===== src/rtl/comm_master_param.sv =====
// comm_master_param: UART command master sending cmd + DATA_BYTES data frames, then awaiting a response byte or a timeout.
module comm_master_param #(
  parameter int DATA_BYTES   = 2,
  parameter int BAUD_DIV     = 2604,
  parameter int RESP_TIMEOUT = 1000000
) (
  input  logic                                          clk,
  input  logic                                          rst_n,
  input  logic [7:0]                                    cmd,
  input  logic [8*((DATA_BYTES == 0) ? 1 : DATA_BYTES)-1:0] data,
  input  logic                                          send_cmd,
  input  logic                                          clr_resp_rdy,
  input  logic                                          RX,
  output logic                                          TX,
  output logic                                          busy,
  output logic                                          cmd_sent,
  output logic                                          resp_rdy,
  output logic [7:0]                                    resp,
  output logic                                          timeout
);
  localparam int DW = 8*((DATA_BYTES == 0) ? 1 : DATA_BYTES);
  localparam int BW = 8*(DATA_BYTES + 1);
  localparam int SH = DW - 8*DATA_BYTES;
  localparam logic [16:0] BD     = 17'(BAUD_DIV);
  localparam logic [15:0] HALF   = 16'(BAUD_DIV/2);
  localparam logic [15:0] BDM1   = 16'(BAUD_DIV-1);
  localparam logic [23:0] TO_END = 24'(RESP_TIMEOUT-1);
  localparam logic [2:0]  LAST   = 3'(DATA_BYTES);
  typedef enum logic [1:0] {IDLE, LOAD, SHIFT, WAIT_RESP} state_t;
  state_t r_state, w_next;
  logic [BW-1:0] r_buf;
  logic [9:0]    r_sh;
  logic [16:0]   r_baud;
  logic [3:0]    r_bit;
  logic [2:0]    r_idx;
  logic          r_tx, r_cmd_sent, r_timeout, r_resp_rdy;
  logic [7:0]    r_resp;
  logic [23:0]   r_to_cnt;
  logic          r_rx_s1, r_rx_s2, r_rx_d, r_rx_busy;
  logic [15:0]   r_rx_cnt;
  logic [3:0]    r_rx_bit;
  logic [7:0]    r_rx_sh;
  logic          w_accept, w_last, w_byte_end, w_rx_samp, w_rx_valid, w_to_hit;
  assign w_accept   = (r_state == IDLE) && send_cmd;
  assign w_last     = r_idx == LAST;
  // Non-final stop bits are one clock short in SHIFT because the LOAD cycle finishes them;
  // the final stop bit runs one clock long so cmd_sent lands after the full stop period.
  assign w_byte_end = (r_state == SHIFT) && (r_bit == 4'd9) && (r_baud == (w_last ? BD : BD - 17'd2));
  assign w_rx_samp  = r_rx_busy && (r_rx_cnt == HALF);
  assign w_rx_valid = w_rx_samp && (r_rx_bit == 4'd9) && r_rx_s2;
  assign w_to_hit   = (r_state == WAIT_RESP) && (r_to_cnt == TO_END);
  assign TX       = r_tx;
  assign busy     = r_state != IDLE;
  assign cmd_sent = r_cmd_sent;
  assign resp_rdy = r_resp_rdy;
  assign resp     = r_resp;
  assign timeout  = r_timeout;
  always_ff @(posedge clk or negedge rst_n) begin
    if (!rst_n) r_state <= IDLE;
    else r_state <= w_next;
  end
  always_comb begin
    w_next = r_state;
    case (r_state)
      IDLE:      if (send_cmd) w_next = LOAD;
      LOAD:      w_next = SHIFT;
      SHIFT:     if (w_byte_end) w_next = w_last ? WAIT_RESP : LOAD;
      WAIT_RESP: if (w_rx_valid || w_to_hit) w_next = IDLE;
      default:   w_next = IDLE;
    endcase
  end
  always_ff @(posedge clk or negedge rst_n) begin
    if (!rst_n) begin
      r_tx       <= 1'b1;
      r_buf      <= '0;
      r_sh       <= '0;
      r_baud     <= '0;
      r_bit      <= '0;
      r_idx      <= '0;
      r_cmd_sent <= 1'b0;
      r_timeout  <= 1'b0;
      r_to_cnt   <= '0;
    end else begin
      r_tx <= (r_state == SHIFT) ? r_sh[0] : 1'b1;
      if (w_accept) begin
        r_buf <= BW'({cmd, data} >> SH);
        r_idx <= '0;
      end
      if (r_state == LOAD) begin
        r_sh   <= {1'b1, r_buf[BW-1 -: 8], 1'b0};
        r_buf  <= r_buf << 8;
        r_baud <= '0;
        r_bit  <= '0;
      end
      if (r_state == SHIFT) begin
        if (w_byte_end) r_idx <= w_last ? r_idx : r_idx + 3'd1;
        else if (r_bit != 4'd9 && r_baud == BD - 17'd1) begin
          r_baud <= '0;
          r_bit  <= r_bit + 4'd1;
          r_sh   <= {1'b1, r_sh[9:1]};
        end else r_baud <= r_baud + 17'd1;
      end
      r_cmd_sent <= w_accept ? 1'b0 : (w_byte_end && w_last) ? 1'b1 : r_cmd_sent;
      r_timeout  <= w_accept ? 1'b0 : (w_to_hit && !w_rx_valid) ? 1'b1 : r_timeout;
      r_to_cnt   <= (r_state != WAIT_RESP) ? '0 : (r_to_cnt == TO_END) ? r_to_cnt : r_to_cnt + 24'd1;
    end
  end
  always_ff @(posedge clk or negedge rst_n) begin
    if (!rst_n) begin
      r_rx_s1    <= 1'b0;
      r_rx_s2    <= 1'b0;
      r_rx_d     <= 1'b0;
      r_rx_busy  <= 1'b0;
      r_rx_cnt   <= '0;
      r_rx_bit   <= '0;
      r_rx_sh    <= '0;
      r_resp     <= '0;
      r_resp_rdy <= 1'b0;
    end else begin
      r_rx_s1 <= RX;
      r_rx_s2 <= r_rx_s1;
      r_rx_d  <= r_rx_s2;
      if (!r_rx_busy) begin
        r_rx_busy <= r_rx_d && !r_rx_s2;
        r_rx_cnt  <= '0;
        r_rx_bit  <= '0;
      end else begin
        r_rx_cnt <= (r_rx_cnt == BDM1) ? '0 : r_rx_cnt + 16'd1;
        r_rx_bit <= (r_rx_cnt == BDM1) ? r_rx_bit + 4'd1 : r_rx_bit;
        // A high start sample is a glitch; the stop sample always ends the frame.
        if (w_rx_samp && ((r_rx_bit == 4'd0 && r_rx_s2) || r_rx_bit == 4'd9)) r_rx_busy <= 1'b0;
        if (w_rx_samp && r_rx_bit != 4'd0 && r_rx_bit != 4'd9) r_rx_sh <= {r_rx_s2, r_rx_sh[7:1]};
      end
      if (w_rx_valid) r_resp <= r_rx_sh;
      r_resp_rdy <= w_rx_valid ? 1'b1 : (clr_resp_rdy || w_accept) ? 1'b0 : r_resp_rdy;
    end
  end
endmodule


===== config.mk =====
export PLATFORM = sky130hd
export DESIGN_NAME = comm_master_param
export DESIGN_NICKNAME = d
export VERILOG_FILES = /design/src/rtl/comm_master_param.sv
export SDC_FILE = /design/constraint.sdc
export NUM_CORES = 1
export LEC_CHECK = 0
export ABC_AREA = 0
export CAP_MARGIN = 20
export CORE_UTILIZATION = 55
export DETAILED_ROUTE_END_ITERATION = 16
export GPL_TIMING_DRIVEN = 0
export PLACE_DENSITY_LB_ADDON = 0.08
export SYNTH_ARGS = -nofsm -noshare
export SYNTH_HDL_FRONTEND = slang
export SYNTH_SLANG_ARGS = --single-unit

===== constraint.sdc =====
create_clock -name clk -period 3 [get_ports clk]
set_input_delay 0.6 -clock clk [delete_from_list [all_inputs] [get_ports clk]]
set_output_delay 0.6 -clock clk [all_outputs]
set_load 0.03 [all_outputs]

# Word level (Yosys, flattened, before mapping)
# Index checks and enable logic that the tools add are counted.
dict set report op_classes {
  n_addsub 6
  n_eq_ne 20
  muxes 39
  n_reduce_logical 30
}
# op n
set ops {}
lappend ops {{24-bit 2-to-1 mux} 4}
lappend ops {{17-bit 2-to-1 mux} 4}
lappend ops {{10-bit 2-to-1 mux} 4}
lappend ops {{16-bit 2-to-1 mux} 2}
lappend ops {{24-bit by 1-bit adder with 24-bit output, second input constant} 1}
lappend ops {{24-bit by 20-bit == test with 1-bit output, second input constant} 1}
lappend ops {{4-bit 2-to-1 mux} 6}
lappend ops {{17-bit by 1-bit adder with 17-bit output, second input constant} 1}
lappend ops {{17-bit by 12-bit == test with 1-bit output} 1}
lappend ops {{17-bit by 12-bit == test with 1-bit output, second input constant} 1}
lappend ops {{16-bit by 1-bit adder with 16-bit output, second input constant} 1}
lappend ops {{16-bit by 11-bit == test with 1-bit output, second input constant} 1}
lappend ops {{16-bit by 12-bit == test with 1-bit output, second input constant} 1}
lappend ops {{1-bit logical AND} 15}
lappend ops {{3-bit 2-to-1 mux} 5}
lappend ops {{2-bit nonzero test} 5}
lappend ops {{1-bit 2-to-1 mux} 9}
lappend ops {{4-bit by 1-bit adder with 4-bit output, second input constant} 2}
lappend ops {{4-bit == test, second input constant} 2}
lappend ops {{2-bit 2-to-1 mux} 4}
lappend ops {{2-bit inequality test, second input constant} 4}
lappend ops {{4-bit inequality test, second input constant} 2}
lappend ops {{2-bit case mux with 4 select lines} 1}
lappend ops {{2-bit == test, second input constant} 2}
lappend ops {{other kinds (12)} 16}
dict set report totals {
  reg_bits 128
  input_bits 29
  out_inout_bits 13
}

# Longest topological paths before layout
dict set report logic_depth {
  word_depth 8
  ltp_mapped 8
  mapped_depth_nobuf 7
}

# Worst setup path after synthesis
# OpenSTA, ideal clock, no wires.
dict set report synth_path {
  path_kind {register to register}
  start {register r_to_cnt[12]}
  end {register r_timeout (netlist: timeout)}
  setup_ns 0.077
  t_arrival_ns 2.271
  slack_ns 0.651
  stages_incl_launch_ff 6
  n_path_buf 0
  synth_period_minus_slack_ns 2.349
  cell_sequence {dfrtp_1 > or4_1 > or4_4 > nor4_4 > or3b_1 > a21oi_1}
}
dict set report synth_between {
  elab_chain_cells 4
}
# item line
set synth_rtl {}
lappend synth_rtl {{start, declared} 38} ;# logic [23:0] r_to_cnt;
lappend synth_rtl {{start signal, assigned} 105} ;# r_to_cnt <= (r_state != WAIT_RESP) ? '0 : (r_to_cnt == TO_END) ? r_to_cnt : r_to_cnt + 24'd1;
lappend synth_rtl {{24-bit by 20-bit == test with 1-bit output} 51} ;# assign w_to_hit = (r_state == WAIT_RESP) && (r_to_cnt == TO_END);
lappend synth_rtl {{1-bit logical AND} 51}
lappend synth_rtl {{1-bit logical AND} 104} ;# r_timeout <= w_accept ? 1'b0 : (w_to_hit && !w_rx_valid) ? 1'b1 : r_timeout;
lappend synth_rtl {{2-bit nonzero test (no line)} n/a}
lappend synth_rtl {{end signal, assigned} 104}
lappend synth_rtl {{end, declared} 36} ;# logic r_tx, r_cmd_sent, r_timeout, r_resp_rdy;
# No other way between the ends.
# A chain may end at the register's enable or synchronous reset.

# Worst setup path in the final report
dict set report layout_path {
  start {register r_idx[0]}
  end {register r_baud[14]}
}
dict set report layout_between {
  elab_chain_cells 6
}
# item line
set layout_rtl {}
lappend layout_rtl {{start, declared} 35} ;# logic [2:0] r_idx;
lappend layout_rtl {{start signal, assigned} 96} ;# if (w_byte_end) r_idx <= w_last ? r_idx : r_idx + 3'd1;
lappend layout_rtl {{3-bit by 2-bit == test with 1-bit output} 45} ;# assign w_last = r_idx == LAST;
lappend layout_rtl {{3-bit 2-to-1 mux} 48} ;# assign w_byte_end = (r_state == SHIFT) && (r_bit == 4'd9) && (r_baud == (w_last ? BD : BD - 17'd2));
lappend layout_rtl {{17-bit by 12-bit == test with 1-bit output} 48}
lappend layout_rtl {{1-bit logical AND} 48}
lappend layout_rtl {{17-bit 2-to-1 mux} 96}
lappend layout_rtl {{17-bit 2-to-1 mux} 95} ;# if (r_state == SHIFT) begin
lappend layout_rtl {{end signal, assigned} 101} ;# end else r_baud <= r_baud + 17'd1;
lappend layout_rtl {{end, declared} 33} ;# logic [16:0] r_baud;
# No other way between the ends.

==> impl_metrics.csv <==
group,metric,value,unit
status,run_status,"completed",
floorplanning,die-area,0.01175,mm²
route,vias,4822,
route,viasPerCell,5.713,
power,p_leak,0.003097,µW
power,p_seq_share,43.2,%
floorplanning,die_h,108.4,µm
yosys,synth_top_family_by_area,"simple AND/OR/NAND/NOR gates",
critical_path,cp_max_fo,10,
cells_and_area,fin_nets,731,
power,swShare,22.71,%
sta,final.setup.tns,0,ps
yosys,yosys.area_share.simple,21.34,%
global_route,grt_pass1_wl,21.99,mm
global_route,grt_overflow,0,
floorplanning,fp.dieW,108.4,µm
power,clkPwrFrac,51.2,%
yosys,synth.distinct_cells,52,
sta,min_period,2589,ps
placed_design,io_buffers,41,
sta,fin_skew,7.781,ps
cells_and_area,multi_input_area,0.002819,mm²
sta,fmax,386.2,MHz
yosys,syn_area_per_cell,9.882,µm²
power,worst_ir_drop_vdd,0.6258,mV
cells_and_area,nFillCells,861,
critical_path,reg2reg_from,"r_idx[0]$_DFFE_PN0P_",
global_route,grt_pass1_vias,4704,
yosys,synth_ff_type,"dfrtp_1",
clock_tree,cts_tree,"yes",
route,drtIter0Drc,329,
sta,setup_viol,0,
global_route,antenna_found_initial,0,
yosys,synth.net_count,670,
sta,worstMarginPinSlew,910.5,ps
route,routed_wl,13.14,mm
yosys,syn-cell-area,0.006226,mm²
yosys,ys_seq_elements,128,
yosys,synth_compound_area_share,9.646,%
power,p_switching,971.4,µW
sta,hold_violations,0,
run,cap_viol_max_count,0,
power,powerDensity,572.7,mW/mm²
sta,period_share,86.31,%
critical_path,r2r_cells,8,
route,ant_nets,0,
critical_path,ff2ff_setup_slack,410,ps
route,wl_per_cell,15.57,µm
cells_and_area,drive_above_1_share,8.665,%
sta,whs,153.2,ps
cells_and_area,diodes,0,
clock_tree,numCtsBuffers,17,
global_route,grt_max_degree,68,
placed_design,place_inst,812,
yosys,synth_cells,630,
route,dr.pass1.iters,4,
power,combPwrFrac,5.6,%
floorplanning,core_area,0.01094,mm²
critical_path,regToRegEndpoint,"r_baud[14]$_DFF_PN0_",
critical_path,critPathArrivalTime,2860,ps
yosys,synth-edff-count,0,
clock_tree,cts-root-buf,"clkbuf_16",
clock_tree,htreeDepth,4,
cells_and_area,utilization,68.31,%
placed_design,gp_congestion,0.7943,
global_route,grtUsageTotal,24.61,%
critical_path,worst-setup-path-type,"flop to flop",
placed_design,dp_hpwl,8.785,mm
power,power.total,4278,µW
cells_and_area,final_cells,844,
sta,rsz0062_at_grt,"no",
clock_tree,cts_buffer_depth,2,
floorplanning,fp-row-count,38,
clock_tree,clk_latency,420,ps
critical_path,cp-start-kind,"flop",
cells_and_area,area_growth,19.98,%
sta,final_max_slew_viol_count,0,
power,cellInternalPower,3306,µW
yosys,synth.area.mux_share,6.451,%
yosys,synth_xor_area_share,5.627,%
yosys,synthArstFlopShare,100.0,%
hold_path,hp-class,"input pin to asynchronous set/reset pin",
floorplanning,initial_core_util,56.93,%
yosys,yosysSeqAreaShare,51.47,%
floorplanning,ios,42,
sta,slew-limit-headroom,38.83,%
yosys,synth-adder-area-share,2.211,%
critical_path,worstSetupEndpointType,"flop",
clock_tree,clk_pin_slew,60,ps
critical_path,cp.required,3270,ps
route,drc,0,
clock_tree,cts_num_sinks,128,
cells_and_area,seq_area,0.003204,mm²
yosys,ys_warn_count,0,
[worst max-delay path, stage by stage, from the launching register on]
cell      delay, ps
dfrtp_1         400
inv_1            80
ha_1            190
nor2b_1         340
o21ai_0         180
and3_1          260
o21ai_1         370
clkbuf_1        420
o221ai_1        190
[cell usage in the layout, fill, tap and decap left out, drive strengths merged, types with 5 or more instances in the layout]
| master | n |
|---|---|
| and3 | 12 |
| mux2 | 17 |
| clkdlybuf4s50 | 40 |
| nor4b | 5 |
| o22ai | 6 |
| xnor2 | 11 |
| nor4 | 8 |
| and4 | 6 |
| nand2 | 80 |
| a22oi | 8 |
| nand4 | 16 |
| clkbuf | 44 |
| xor2 | 29 |
| mux2i | 21 |
| nor2b | 7 |
| buf | 6 |
| and2 | 6 |
| inv | 25 |
| nand2b | 9 |
| o21ai | 52 |
| ha | 11 |
| o221ai | 10 |
| clkinv | 7 |
| nor2 | 58 |
| dfrtp | 127 |
| nor3 | 16 |
| nand3 | 24 |
| a21oi | 5 |
[layer usage]
layer,global-route usage (%),wire length [µm]
met1,30.90,5985
met2,40.67,6556
met3,7.294,444
met4,8.301,151
met5,0,0
[stage by stage]
| stage | instance area (µm²) | worst slack, ps |
|---|---|---|
| floorplan | 6226 | 651.2 |
| global route | 7470 | 184.5 |
| global placement | 6812 | -3651 |
| detailed placement | 6840 | 192.6 |
| finish | 7470 | 410.8 |
| CTS | 7470 | 276.2 |
[synthesized netlist by cell type, types with 2 or more instances]
master | count | area share (%)
nor2b_1 | 7 | 0.70
clkbuf_1 | 25 | 1.5
nand3b_1 | 3 | 0.36
and2_1 | 5 | 0.50
o22ai_1 | 6 | 0.60
o211ai_1 | 2 | 0.24
nor2_1 | 58 | 3.5
a22oi_1 | 8 | 0.96
nand2b_1 | 9 | 0.90
dfrtp_1 | 127 | 51
xnor2_1 | 11 | 1.5
nand4_1 | 16 | 1.6
o21bai_1 | 2 | 0.24
nor4b_1 | 5 | 0.70
or4_1 | 3 | 0.36
ha_1 | 11 | 2.2
mux2i_1 | 21 | 3.4
inv_1 | 24 | 1.4
buf_2 | 3 | 0.24
and3_1 | 12 | 1.2
or2_2 | 2 | 0.20
nand3_1 | 24 | 1.9
nor4bb_1 | 2 | 0.32
nor3_1 | 16 | 1.3
a211oi_1 | 2 | 0.24
a21oi_1 | 5 | 0.40
o221ai_1 | 10 | 1.4
o31a_1 | 4 | 0.56
xor2_1 | 29 | 4.1
nand2_1 | 79 | 4.8
and4_1 | 5 | 0.70
mux2_2 | 17 | 3.1
o21ai_0 | 52 | 4.2
nor4_1 | 7 | 0.70
[layout make-up]
cell class	count	area share, %
Inverter	24	1.206
Buffer	29	1.508
Sequential cell	128	42.90
Tap cell	140	2.345
Multi-Input combinational cell	449	37.74
Timing Repair Buffer	42	5.879
Clock buffer	19	5.930
Clock inverter	13	2.496
[power by group through the flow]
stage | Combinational [µW] | Clock, µW | Sequential [µW]
floorplan | 131 | 0 | 1860
global placement | 228 | 0 | 1870
detailed placement | 243 | 0 | 1880
CTS | 244 | 2230 | 1850
global route | 275 | 2300 | 1860
finish | 240 | 2190 | 1850
[cell families after synthesis]
kind of cell,Yosys count
flip-flops,128
adder cells (fa/ha/maj),11
XOR/XNOR,40
buffers and inverters,53
multiplexers,38
AO/OA/AOI/OAI,97
AND/OR/NAND/NOR,263
[how the worst max path moves through the flow]
stage	endpoint	depth (start not counted)	startpoint
after global placement	r_to_cnt[12]$_DFFE_PN0P_	1	rst_n
after CTS	r_baud[14]$_DFF_PN0_	8	r_idx[0]$_DFFE_PN0P_
after floorplan	timeout$_DFFE_PN0P_	5	r_to_cnt[12]$_DFFE_PN0P_
after detailed placement	r_buf[13]$_DFFE_PN0P_	7	send_cmd
after global routing	r_baud[14]$_DFF_PN0_	8	r_idx[0]$_DFFE_PN0P_
final	r_baud[14]$_DFF_PN0_	8	r_idx[0]$_DFFE_PN0P_
[state kept, by name, indices dropped and copies added, names as in the netlist, 2 cells and up]
name / flops
r_buf: 24
r_to_cnt: 24
r_baud: 17
r_rx_cnt: 16
r_sh: 10
r_rx_sh: 8
resp: 8
r_bit: 4
r_rx_bit: 4
r_idx: 3
r_state: 2
[timing repair]
| action | in CTS | in global routing |
|---|---|---|
| endpoints found under the setup margin | 0 | 1 |
| gates resized for setup | 0 | 1 |
| buffers inserted | 0 | 0 |
| hold buffers | 0 | 0 |
No activity file was read; power rests on OpenSTA's default activity.
==> variant (config.mk and constraints unchanged) <==
Set the parameter `DATA_BYTES` to 1 (it was 2).
--- a/src/rtl/comm_master_param.sv
+++ b/src/rtl/comm_master_param.sv
@@ -1,6 +1,6 @@
 // comm_master_param: UART command master sending cmd + DATA_BYTES data frames, then awaiting a response byte or a timeout.
 module comm_master_param #(
-  parameter int DATA_BYTES   = 2,
+  parameter int DATA_BYTES   = 1,
   parameter int BAUD_DIV     = 2604,
   parameter int RESP_TIMEOUT = 1000000
 ) (
Interface: changed (resized data); port bits go from 42 to 34. No check against the original RTL was run, so the function may have changed too.
==> variant against the original RTL <==
- non-clock buffer count shrank 14
- clock power is 8% lower
- sequential power down 8%
- combinational power shrank 27%
- sequential cell count decreased by 8
- total power fell by 8.8%
- synthesized cell count down 8.4%
- setup slack got worse by 190 ps
- critical path depth decreased by 5
- worst hold slack worse by 110 ps
- final area shrank 7.1%
- wire length fell by 10%
- synthesized area decreased by 6.4%
- critical path type is now flip-flop to primary output
==> variant: results (changes against the original RTL) <==
| Metric | Value |
|---|---|
| M2 GR Usage | `40.1% (-0.56 points)` |
| Met1 WL | `5.21 mm (-13%)` |
| Crit path largest cell delay | `680 ps (+260 ps)` |
| Worst Reg-to-Reg Cells | `9 (+1)` |
| Pint | `3.08 mW (-6.8%)` |
| Sequential fraction of the synthesis area | `51.5% (+0.057 points)` |
| Met3 Wirelength | `374 um (-16%)` |
| Leakage | `2.92 nW (-5.6%)` |
| VDD IR max | `0.000687 V (+9.8%)` |
| Reg area | `3000 sq um (-6.2%)` |
| Number of library cell types mapped by synthesis | `58 (+12%)` |
| DP Worst Slack | `406 ps (+214 ps)` |
| GRT Util Overall | `24.1% (-0.47 points)` |
| Signal buffers | `57 (-20%)` |
| Period minus WS final | `2780 ps (+186 ps)` |
| Root Buffer | `clkbuf_8` |
| Clock Latency Late Sink | `520 ps (+100 ps)` |
| Final clock-cell share | `8.38% (-0.044 points)` |
| Combinational power share | `4.5% (-1.1 points)` |
| Crit path arrival time | `2180 ps (-680 ps)` |
| Port Buffer Count | `33 (-20%)` |
| Global routing usage on met1 | `29.9% (-1.0 points)` |
| Reg2Reg Setup Slack | `590 ps (+180 ps)` |
| CP startpoint | `r_state[0]$_DFFE_PN0P_` |
| Comb_multi_in | `415 (-7.6%)` |
| Flop+latch power | `1.71 mW (-8%)` |
| Multi-input logic area | `2660 sq um (-5.6%)` |
| Worst path slowest cell | `clkdlybuf4s50_1` |
| Detail Placement HPWL | `8.06 mm (-8.2%)` |
| Post-synth top cells | `dfrtp_1 (119), nor2_1 (60), nand2_1 (58), o21ai_0 (33), xor2_1 (29)` |
| Largest net degree at the start of global routing | `65 (-4.4%)` |
| Layout cells sized above 1 | `9.50% (+0.84 points)` |
| Status | `complete, no violations` |
| Met2 wire length | `6.01 mm (-8.3%)` |
| Routability Congestion | `0.816 (+2.8%)` |
| Iter 0 DRT Violations | `228 (-31%)` |
| Non-Clock Buffer Area Fraction | `6.54% (-0.84 points)` |
| Vias in the first global route | `4500 (-4.3%)` |
| Worst Setup EP | `busy` |
| Vias/cell | `5.64 (-1.3%)` |
| Global-route wire length before repair | `20.8 mm (-5.2%)` |
## variant: cell types whose count changed in the layout (fill, tap and decap cells not counted), moves of 7 or more
cell / delta
nand2_1: -21
o21ai_0: -18
a21o_1: +9
a22o_1: +9
clkdlybuf4s50_1: -8
dfrtp_1: -8
a22oi_1: -7
mux2i_1: -7
or3_1: +7
## variant: cells by family (layout without fill, tap and decap cells)
family / after synthesis / count (layout) / synth area share [%]
multiplexers: 31 / 31 / 5.69
adder cells (fa/ha/maj): 11 / 11 / 2.36
AND/OR/NAND/NOR: 236 / 236 / 20.6
XOR/XNOR: 40 / 40 / 6.01
AO/OA/AOI/OAI: 97 / 97 / 11.0
buffers and inverters: 42 / 107 / 2.85
flip-flops: 120 / 120 / 51.5
## variant: per-stage QoR
step	area [sq um]	utilization (%)	hold slack, ps	std cells
detailed placement	6360	61.6	346	747
floorplan	5830	-	304	577
global placement	6330	61.3	337	746
CTS	6940	67.2	39.5	778
finish	6940	67.2	40.7	778
global route	6940	67.2	65.0	778
